`src/rtl/minirv_dbus_bridge.sv`:
```
// minirv_dbus_bridge: data-bus bridge between the miniRV load/store port and the SoC data side.
//
// A request is accepted in IDLE and decoded as one of three kinds:
//   - DRAM: asynchronous-read, synchronous-write word memory. Sub-word stores are done as
//     read-modify-write.
//   - Peripheral: N_DEV word-only channels at 0xFFFF_x000. The bridge waits for the channel's
//     ready signal and gives up after TIMEOUT wait cycles.
//   - Error: a misaligned request, an illegal size, or an unmapped address.
// Every request produces exactly one single-cycle response.
//
// Ports
//   cpu_clk, cpu_rst_n        clock and asynchronous active-low reset
//   req_*                     CPU request; req_ready is high only in IDLE
//   rsp_valid/rdata/err       one-cycle response; rdata and err hold until the next response
//   err_cnt                   saturating count of error responses
//   mem_a/spo/we/d            DRAM word port
//   per_sel/we/addr/wdata     peripheral request, one-hot channel select
//   per_rdata/per_ready       per-channel read data and completion
module minirv_dbus_bridge #(
  parameter int unsigned ADDR_W  = 14,
  parameter int unsigned DATA_W  = 32,
  parameter int unsigned N_DEV   = 4,
  parameter int unsigned TIMEOUT = 15
) (
  input  logic                  cpu_clk,
  input  logic                  cpu_rst_n,
  input  logic                  req_valid,
  output logic                  req_ready,
  input  logic                  req_we,
  input  logic [31:0]           req_addr,
  input  logic [1:0]            req_size,
  input  logic                  req_unsigned,
  input  logic [DATA_W-1:0]     req_wdata,
  output logic                  rsp_valid,
  output logic [DATA_W-1:0]     rsp_rdata,
  output logic                  rsp_err,
  output logic [7:0]            err_cnt,
  output logic [ADDR_W-1:0]     mem_a,
  input  logic [DATA_W-1:0]     mem_spo,
  output logic                  mem_we,
  output logic [DATA_W-1:0]     mem_d,
  output logic [N_DEV-1:0]      per_sel,
  output logic                  per_we,
  output logic [11:0]           per_addr,
  output logic [DATA_W-1:0]     per_wdata,
  input  logic [N_DEV*32-1:0]   per_rdata,
  input  logic [N_DEV-1:0]      per_ready
);

  // Only the low address bits are needed after acceptance: the word address for DRAM and the
  // channel index plus register offset for peripherals.
  localparam int unsigned AqW = (ADDR_W + 2 > 16) ? ADDR_W + 2 : 16;

  typedef enum logic [2:0] {
    StIdle,
    StMemRd,
    StMemWr,
    StPerWait,
    StResp
  } state_e;

  state_e             state_q, state_d;
  logic [AqW-1:0]     addr_q, addr_d;
  logic               we_q, we_d;
  logic [1:0]         size_q, size_d;
  logic               uns_q, uns_d;
  logic [31:0]        wdata_q, wdata_d;
  logic [7:0]         cnt_q, cnt_d;
  logic [31:0]        rdata_q, rdata_d;
  logic               err_q, err_d;
  logic [7:0]         err_cnt_q, err_cnt_d;
  logic               rsp_valid_q, rsp_valid_d;
  logic               mem_we_q, mem_we_d;
  logic [N_DEV-1:0]   per_sel_q, per_sel_d;
  logic               per_we_q, per_we_d;

  // Extract and extend a byte or half from a DRAM word.
  function automatic logic [31:0] load_extract(input logic [31:0] word, input logic [1:0] off,
                                               input logic [1:0] size, input logic uns);
    logic [7:0]  b;
    logic [15:0] h;
    logic [31:0] res;
    case (off)
      2'd0:    b = word[7:0];
      2'd1:    b = word[15:8];
      2'd2:    b = word[23:16];
      default: b = word[31:24];
    endcase
    h = off[1] ? word[31:16] : word[15:0];
    case (size)
      2'd0:    res = uns ? {24'b0, b} : {{24{b[7]}}, b};
      2'd1:    res = uns ? {16'b0, h} : {{16{h[15]}}, h};
      default: res = word;
    endcase
    return res;
  endfunction

  // Replace the addressed byte or half of the old word with right-aligned store data.
  function automatic logic [31:0] store_merge(input logic [31:0] old, input logic [31:0] wd,
                                              input logic [1:0] off, input logic [1:0] size);
    logic [31:0] res;
    res = old;
    case (size)
      2'd0: begin
        case (off)
          2'd0:    res[7:0]   = wd[7:0];
          2'd1:    res[15:8]  = wd[7:0];
          2'd2:    res[23:16] = wd[7:0];
          default: res[31:24] = wd[7:0];
        endcase
      end
      2'd1: begin
        if (off[1]) res[31:16] = wd[15:0];
        else        res[15:0]  = wd[15:0];
      end
      default: res = wd;
    endcase
    return res;
  endfunction

  // Request decode on the incoming request, so the error path can respond the next cycle.
  logic misalign, is_per_rgn, per_idx_ok, is_dram, dec_err;

  always_comb begin
    misalign   = (req_size == 2'd3) ||
                 (req_size == 2'd1 && req_addr[0]) ||
                 (req_size == 2'd2 && req_addr[1:0] != 2'b00);
    is_per_rgn = (req_addr[31:16] == 16'hFFFF);
    per_idx_ok = (32'(req_addr[15:12]) < N_DEV);
    is_dram    = ((req_addr >> (ADDR_W + 2)) == 32'd0);
    dec_err    = misalign ||
                 (is_per_rgn && (!per_idx_ok || req_size != 2'd2)) ||
                 (!is_per_rgn && !is_dram);
  end

  // Selected peripheral channel; other channels' ready bits are ignored.
  logic [31:0] per_rd;
  logic        per_rdy;

  always_comb begin
    per_rd  = '0;
    per_rdy = 1'b0;
    for (int i = 0; i < int'(N_DEV); i++) begin
      if (addr_q[15:12] == 4'(i)) begin
        per_rd  = per_rdata[32*i +: 32];
        per_rdy = per_ready[i];
      end
    end
  end

  always_comb begin
    state_d   = state_q;
    addr_d    = addr_q;
    we_d      = we_q;
    size_d    = size_q;
    uns_d     = uns_q;
    wdata_d   = wdata_q;
    cnt_d     = cnt_q;
    rdata_d   = rdata_q;
    err_d     = err_q;
    err_cnt_d = err_cnt_q;

    unique case (state_q)
      StIdle: begin
        if (req_valid) begin
          addr_d  = req_addr[AqW-1:0];
          we_d    = req_we;
          size_d  = req_size;
          uns_d   = req_unsigned;
          wdata_d = req_wdata;
          cnt_d   = '0;
          if (dec_err) begin
            rdata_d = '0;
            err_d   = 1'b1;
            state_d = StResp;
          end else if (is_per_rgn) begin
            state_d = StPerWait;
          end else if (req_we && req_size == 2'd2) begin
            state_d = StMemWr;
          end else begin
            // Loads, and sub-word stores that must fetch the old word first.
            state_d = StMemRd;
          end
        end
      end
      StMemRd: begin
        if (we_q) begin
          wdata_d = store_merge(mem_spo, wdata_q, addr_q[1:0], size_q);
          state_d = StMemWr;
        end else begin
          rdata_d = load_extract(mem_spo, addr_q[1:0], size_q, uns_q);
          err_d   = 1'b0;
          state_d = StResp;
        end
      end
      StMemWr: begin
        rdata_d = '0;
        err_d   = 1'b0;
        state_d = StResp;
      end
      StPerWait: begin
        // Ready wins over a timeout reached on the same cycle.
        if (per_rdy) begin
          rdata_d = we_q ? 32'd0 : per_rd;
          err_d   = 1'b0;
          state_d = StResp;
        end else begin
          cnt_d = cnt_q + 8'd1;
          if (cnt_d == 8'(TIMEOUT)) begin
            rdata_d = '0;
            err_d   = 1'b1;
            state_d = StResp;
          end
        end
      end
      StResp: begin
        state_d = StIdle;
      end
      default: begin
        state_d = StIdle;
      end
    endcase

    if (state_q != StResp && state_d == StResp && err_d && err_cnt_q != 8'hFF) begin
      err_cnt_d = err_cnt_q + 8'd1;
    end

    // Strobes are registered from the next state so they are glitch-free flop outputs.
    rsp_valid_d = (state_d == StResp);
    mem_we_d    = (state_d == StMemWr);
    per_we_d    = (state_d == StPerWait) && we_d;
    for (int i = 0; i < int'(N_DEV); i++) begin
      per_sel_d[i] = (state_d == StPerWait) && (addr_d[15:12] == 4'(i));
    end
  end

  always_ff @(posedge cpu_clk or negedge cpu_rst_n) begin
    if (!cpu_rst_n) begin
      state_q     <= StIdle;
      addr_q      <= '0;
      we_q        <= 1'b0;
      size_q      <= 2'd0;
      uns_q       <= 1'b0;
      wdata_q     <= '0;
      cnt_q       <= '0;
      rdata_q     <= '0;
      err_q       <= 1'b0;
      err_cnt_q   <= '0;
      rsp_valid_q <= 1'b0;
      mem_we_q    <= 1'b0;
      per_sel_q   <= '0;
      per_we_q    <= 1'b0;
    end else begin
      state_q     <= state_d;
      addr_q      <= addr_d;
      we_q        <= we_d;
      size_q      <= size_d;
      uns_q       <= uns_d;
      wdata_q     <= wdata_d;
      cnt_q       <= cnt_d;
      rdata_q     <= rdata_d;
      err_q       <= err_d;
      err_cnt_q   <= err_cnt_d;
      rsp_valid_q <= rsp_valid_d;
      mem_we_q    <= mem_we_d;
      per_sel_q   <= per_sel_d;
      per_we_q    <= per_we_d;
    end
  end

  // Held low during reset even though the state register already reads IDLE.
  assign req_ready = cpu_rst_n && (state_q == StIdle);
  assign rsp_valid = rsp_valid_q;
  assign rsp_rdata = rdata_q;
  assign rsp_err   = err_q;
  assign err_cnt   = err_cnt_q;
  assign mem_a     = addr_q[ADDR_W+1:2];
  assign mem_we    = mem_we_q;
  assign mem_d     = wdata_q;
  assign per_sel   = per_sel_q;
  assign per_we    = per_we_q;
  assign per_addr  = addr_q[11:0];
  assign per_wdata = wdata_q;

endmodule

```
`config.mk`:
```
export PLATFORM = sky130hd
export DESIGN_NAME = minirv_dbus_bridge
export DESIGN_NICKNAME = d
export VERILOG_FILES = /design/src/rtl/minirv_dbus_bridge.sv
export SDC_FILE = /design/constraint.sdc
export NUM_CORES = 1
export LEC_CHECK = 0
export BUFFER_PORTS_ARGS = -buffer_cell sky130_fd_sc_hd__clkbuf_2
export CAP_MARGIN = 20
export CORE_MARGIN = 3
export CORE_UTILIZATION = 25
export CTS_CLUSTER_DIAMETER = 150
export DETAILED_ROUTE_END_ITERATION = 6
export HOLD_SLACK_MARGIN = 0.08
export PLACE_DENSITY = 0.5
export SLEW_MARGIN = 20
export SYNTH_ARGS = -nofsm -noshare
export SYNTH_HDL_FRONTEND = slang
export SYNTH_SLANG_ARGS = --single-unit
export TNS_END_PERCENT = 1
```
`constraint.sdc`:
```
create_clock -name cpu_clk -period 2.5 [get_ports cpu_clk]
set_input_delay 0.625 -clock cpu_clk [delete_from_list [all_inputs] [get_ports cpu_clk]]
set_output_delay 0.625 -clock cpu_clk [all_outputs]
set_load 0.01 [all_outputs]
```
Word level (Yosys, flattened, before mapping) --
Cells that the tools add are included.
Word-level totals: bits in registers 111, logic and storage cells 142, output and inout bits 139
Operators by class: $add $sub $neg 2, equal/unequal tests 32, mux-type cells 51, magnitude comparators 1, reductions and logical operators 39
Operators by type and width (count):
- 32-bit 2-to-1 mux | 14
- 32-bit one-hot mux with 2 select lines | 3
- 32-bit one-hot mux with 4 select lines | 1
- 16-bit 2-to-1 mux | 5
- 8-bit 2-to-1 mux | 6
- 32-bit zero test | 1
- 8-bit one-hot mux with 3 select lines | 1
- 8-bit by 1-bit adder with 8-bit output, second input constant | 2
- 16-bit == test, second input constant | 1
- 4-bit by 2-bit == test with 1-bit output, second input constant | 4
- 8-bit one-hot mux with 2 select lines | 1
- 3-bit 2-to-1 mux | 5
- 3-bit inequality test, second input constant | 5
- 1-bit logical AND | 14
- 3-bit by 2-bit == test with 1-bit output, second input constant | 4
- 2-bit inequality test, second input constant | 6
- 3-bit one-hot mux with 4 select lines | 1
- 1-bit 2-to-1 mux | 11
- 5-bit AND reduction | 2
- 4-bit by 1-bit == test with 1-bit output, second input constant | 2
- 8-bit by 4-bit == test with 1-bit output, second input constant | 1
- 4-bit zero test | 2
- 8-bit inequality test, second input constant | 1
- 2-bit by 1-bit == test with 1-bit output, second input constant | 3
- other kinds (17) | 29

Depth between registers and ports, before layout --
depth in word-level cells 13, gate-level depth with buffers 11, depth with buffers taken out 9

Least setup slack after synthesis --
Ideal clock, no wire load.
path type input to register, start point input port req_addr[30], end point register err_cnt_q[1] (netlist: err_cnt[1]), setup time 0.125 ns, data arrival time 2.506 ns, stages on the path 8, path slack -0.131 ns, path buffers 1, cells stage by stage nand4_1 or4_4 nor4_4 a21oi_1 or3_1 buf_2 and3_4 mux2_4
Between the ends: word-level cells in the longest chain between the ends 11, elaborated cells on any way between the ends 19, those cells by class eq/ne: 2; mux: 7; reduce/logical: 10
Ends and longest elaborated chain:
- from (decl) | line 30 | input logic [31:0] req_addr,
- 16-bit == test / 32-bit zero test (equally long branches) | line 128, 130
- 1-bit logical AND / 1-bit zero test (equally long branches) | line 132, 133
- 1-bit logical OR / 1-bit logical AND (equally long branches) | line 131, 133
- 1-bit logical OR | line 132 | (is_per_rgn && (!per_idx_ok || req_size != 2'd2)) ||
- 3-bit 2-to-1 mux | line 172 | if (dec_err) begin
- 3-bit 2-to-1 mux | line 165 | if (req_valid) begin
- 3-bit one-hot mux with 4 select lines | line 163 | unique case (state_q)
- 3-bit == test | line 224 | if (state_q != StResp && state_d == StResp && err_d && err_cnt_q != 8'hFF) begin
- 1-bit logical AND | line 224
- 1-bit logical AND (*) (2 in series) | line 224
- to (signal assigned) | line 263 | err_cnt_q <= err_cnt_d;
- to (decl) | line 71 | logic [7:0] err_cnt_q, err_cnt_d;
Mark *: on every way between the ends. The rest lies on a longest branch, timed or not. A chain may end at the register's enable or synchronous reset.

Worst setup path in the final report --
Same ends and word-level chain as after synthesis.

==> results.yml <==
clock_network:
  cts-buffers-inserted: 9
  htreeDepth: 3
  clock-sinks: 111
  clkTransAtPathRegs_ps: 90
  clk_latency_ps: 360
  cts_tree: "yes"
  clock-root-buffer: "sky130_fd_sc_hd__clkbuf_16"
  cts_setup_buffers: 0
  clockBufferDepth: 2
power_and_ir_drop:
  combPwrFrac_pct: 30.1
  p_int_mw: 3.617
  power_density_nw_per_um2: 583.8
  p_leak_nw: 4.667
  ir_drop_v: 0.0003940
  p_switching_mw: 1.969
  clock_power_share_pct: 29.6
  power.sequential.fraction_pct: 40.3
  design_power_total_mw: 5.587
  power.switching_fraction_pct: 35.25
grt:
  grt_use_total_pct: 18.46
  met2_usage_pct: 30.12
  grt_pass1_vias: 7301
  grt_pass1_wl_um: 43900
  top_usage_layer: "met2"
  gr-total-overflow: 0
  grt_util_met3_pct: 2.606
  antenna_found_initial: 0
  global_route.usage.met1_pct: 25.80
  grt_max_degree: 112
synthesis:
  syn_area_um2: 7008
  synth.yosys.seq_area_share_pct: 39.64
  synth_seq_cells: 111
  synthArstFlopShare_pct: 100.0
  ys_dominant_reg_cell: "sky130_fd_sc_hd__dfrtp_1"
  synth_warnings: 0
  netlist_instances: 886
  netlist-cell-type-count: 45
  post_synth.cell_area_avg_um2: 7.910
  synth_edf_count: 0
  synthesized_nets: 1124
routing:
  final_routed_drc_violation_total: 0
  num_vias: 7712
  final_antenna_net_count: 0
  routed_wl_um: 28790
  drt-initial-drc-count: 544
  drt-wirelength-per-cell_um: 18.10
  drt_pass1_iterations: 5
  vias_per_cell: 4.847
setup_path:
  critical_path_arrival_ps: 2580
  critical_path.max_fanout: 3
  worstPathRequired_ps: 2750
  worstSetupPathType: "primary input to register"
  worst_r2r_path_cells: 11
  cp-start-kind: "primary input"
  worst_setup_path_end_kind: "register"
die:
  initial_utilization_pct: 25.72
  chipHeight_um: 173.4
  rows: 60
  die_area_um2: 30080
  fp.dieW_um: 173.4
  core_um2: 27250
  io-pin-count: 374
placement:
  placement.io_buffers: 373
  dp.cells: 1575
  finalWeightedCongestion: 0.8650
  detailedPlacementHpwl_um: 22770
sta:
  tns_ps: 0
  fmax_mhz: 428.5
  hold_violations: 0
  unrepaired_setup_endpoints_after_global_routing: "false"
  timing.slew.headroom_pct: 53.27
  worst_slew_pin_slew_ps: 701.0
  post-route-min-period_ps: 2334
  finalMaxSlewViolations: 0
  finish_stage_setup_viols: 0
  final.setup_skew_ps: 10.12
  post-route-period-util_pct: 93.35
cells_and_area:
  finalNonFillerCells: 1591
  final_core_util_pct: 35.12
  most_frequent_cells_in_the_layout: "372 x sky130_fd_sc_hd__clkbuf_2, 139 x sky130_fd_sc_hd__nand2_1, 109 x sky130_fd_sc_hd__dfrtp_1, 99 x sky130_fd_sc_hd__o21ai_0"
  final_net_count: 1452
  layout.cells.most_common: "sky130_fd_sc_hd__clkbuf_2"
  areaGrowthSynthToFinish_pct: 36.56
  filler_cell_count: 2955
  antenna_cells: 0
  drive_gt1_share_pct: 37.08
run_status:
  status: "finished, final reports clean"
hold_path:
  hold_class: "primary input to asynchronous set/reset pin"
job:
  drv.max_cap_violation_count: 0
## per-layer routing
metal / share of wire (%) / up-vias
li1: - / 3765
met1: 47 / 3650
met2: 47 / 278
met3: 5.0 / 19
met4: 1.4 / 0
met5: 0 / -
## synth_stat cells, types with 4 or more instances
library cell / number / area [um2]
sky130_fd_sc_hd__inv_1: 28 / 105.1
sky130_fd_sc_hd__clkbuf_1: 54 / 202.7
sky130_fd_sc_hd__o221ai_1: 7 / 61.31
sky130_fd_sc_hd__and3_1: 12 / 75.07
sky130_fd_sc_hd__a21oi_1: 77 / 385.4
sky130_fd_sc_hd__nor4_1: 10 / 62.56
sky130_fd_sc_hd__a31oi_1: 40 / 250.2
sky130_fd_sc_hd__nand2_1: 140 / 525.5
sky130_fd_sc_hd__o21ai_0: 99 / 495.5
sky130_fd_sc_hd__nor2_1: 77 / 289.0
sky130_fd_sc_hd__nand2b_1: 8 / 50.05
sky130_fd_sc_hd__or3_1: 4 / 25.02
sky130_fd_sc_hd__a211oi_1: 8 / 60.06
sky130_fd_sc_hd__and2_1: 5 / 31.28
sky130_fd_sc_hd__buf_1: 5 / 18.77
sky130_fd_sc_hd__o31ai_1: 4 / 30.03
sky130_fd_sc_hd__mux2i_1: 37 / 370.4
sky130_fd_sc_hd__nand4_1: 11 / 68.82
sky130_fd_sc_hd__o22ai_1: 8 / 50.05
sky130_fd_sc_hd__xnor2_1: 6 / 52.55
sky130_fd_sc_hd__a221oi_1: 8 / 70.07
sky130_fd_sc_hd__dfrtp_1: 111 / 2778
sky130_fd_sc_hd__nand3_1: 19 / 95.09
sky130_fd_sc_hd__a22oi_1: 34 / 255.2
sky130_fd_sc_hd__buf_4: 42 / 315.3
## critical path, cell delays in order
cell and delay (ps):
sky130_fd_sc_hd__clkbuf_2 90, sky130_fd_sc_hd__nand4_1 90, sky130_fd_sc_hd__or4_4 580, sky130_fd_sc_hd__nor4_4 200, sky130_fd_sc_hd__a21oi_2 110, sky130_fd_sc_hd__or3_4 420, sky130_fd_sc_hd__and3_4 190, sky130_fd_sc_hd__mux2_4 280
## power by group through the flow
stage | combinational [mW] | sequential, mW | clock (mW)
5_1_grt | 1.85 | 2.30 | 1.77
3_3_place_gp | 1.69 | 2.28 | 0
3_5_place_dp | 1.70 | 2.29 | 0
2_1_floorplan | 0.884 | 2.31 | 0
4_1_cts | 1.71 | 2.25 | 1.71
6_report | 1.68 | 2.25 | 1.65
## registers in the layout, indices dropped and copies added, names as in the netlist, 2 cells and up
register   flops
addr_q        16
mem_d         32
per_sel        4
state_q        3
err_cnt        8
cnt_q          8
rsp_rdata     32
size_q         2
## worst paths after layout
kind / startpoint / to / slack [ps]
worst min register to register: err_cnt[4] / err_cnt[4] / 490
worst min-delay path: cpu_rst_n / per_sel[3] / 310
min in group cpu_clk: req_addr[3] / addr_q[3] / 450
worst max register to register: cnt_q[0] / err_cnt[7] / 270
max in group asynchronous: cpu_rst_n / mem_d[5] / 1610
worst max-delay path: req_addr[30] / err_cnt[1] / 170
## area by class of cell
type | count | area (um2) | area share (%)
inverters | 28 | 105.1 | 1.098
flip-flops and latches | 111 | 2780 | 29.05
clock buffers | 9 | 225.2 | 2.353
clock inverters | 7 | 103.9 | 1.085
multi-input cells | 643 | 3598 | 37.60
well taps | 372 | 465.4 | 4.863
repair buffers | 421 | 2292 | 23.95
## stage by stage
stage	cell area, um2	worst slack [ps]	hold WS, ps
floorplan	7012	-121.9	329.4
global placement	9235	-313.1	484.3
detailed placement	9235	-332.7	482.4
CTS	9564	60.01	405.5
global route	9570	33.42	405.6
finish	9570	166.3	305.9
## cell families after synthesis
group	after synthesis	synth area share, %
mux	38	5.499
compound gates	297	25.12
simple gates	296	18.71
buf+inv	132	9.373
fa+ha+maj	3	0.5357
flops	111	39.64
xor+xnor	9	1.125
## timing repair
item / CTS / global route
hold buffers: 0 / 0
endpoints found under the setup margin: 0 / 31
resized for setup: 0 / 2
(Power assumes the default switching activity.)
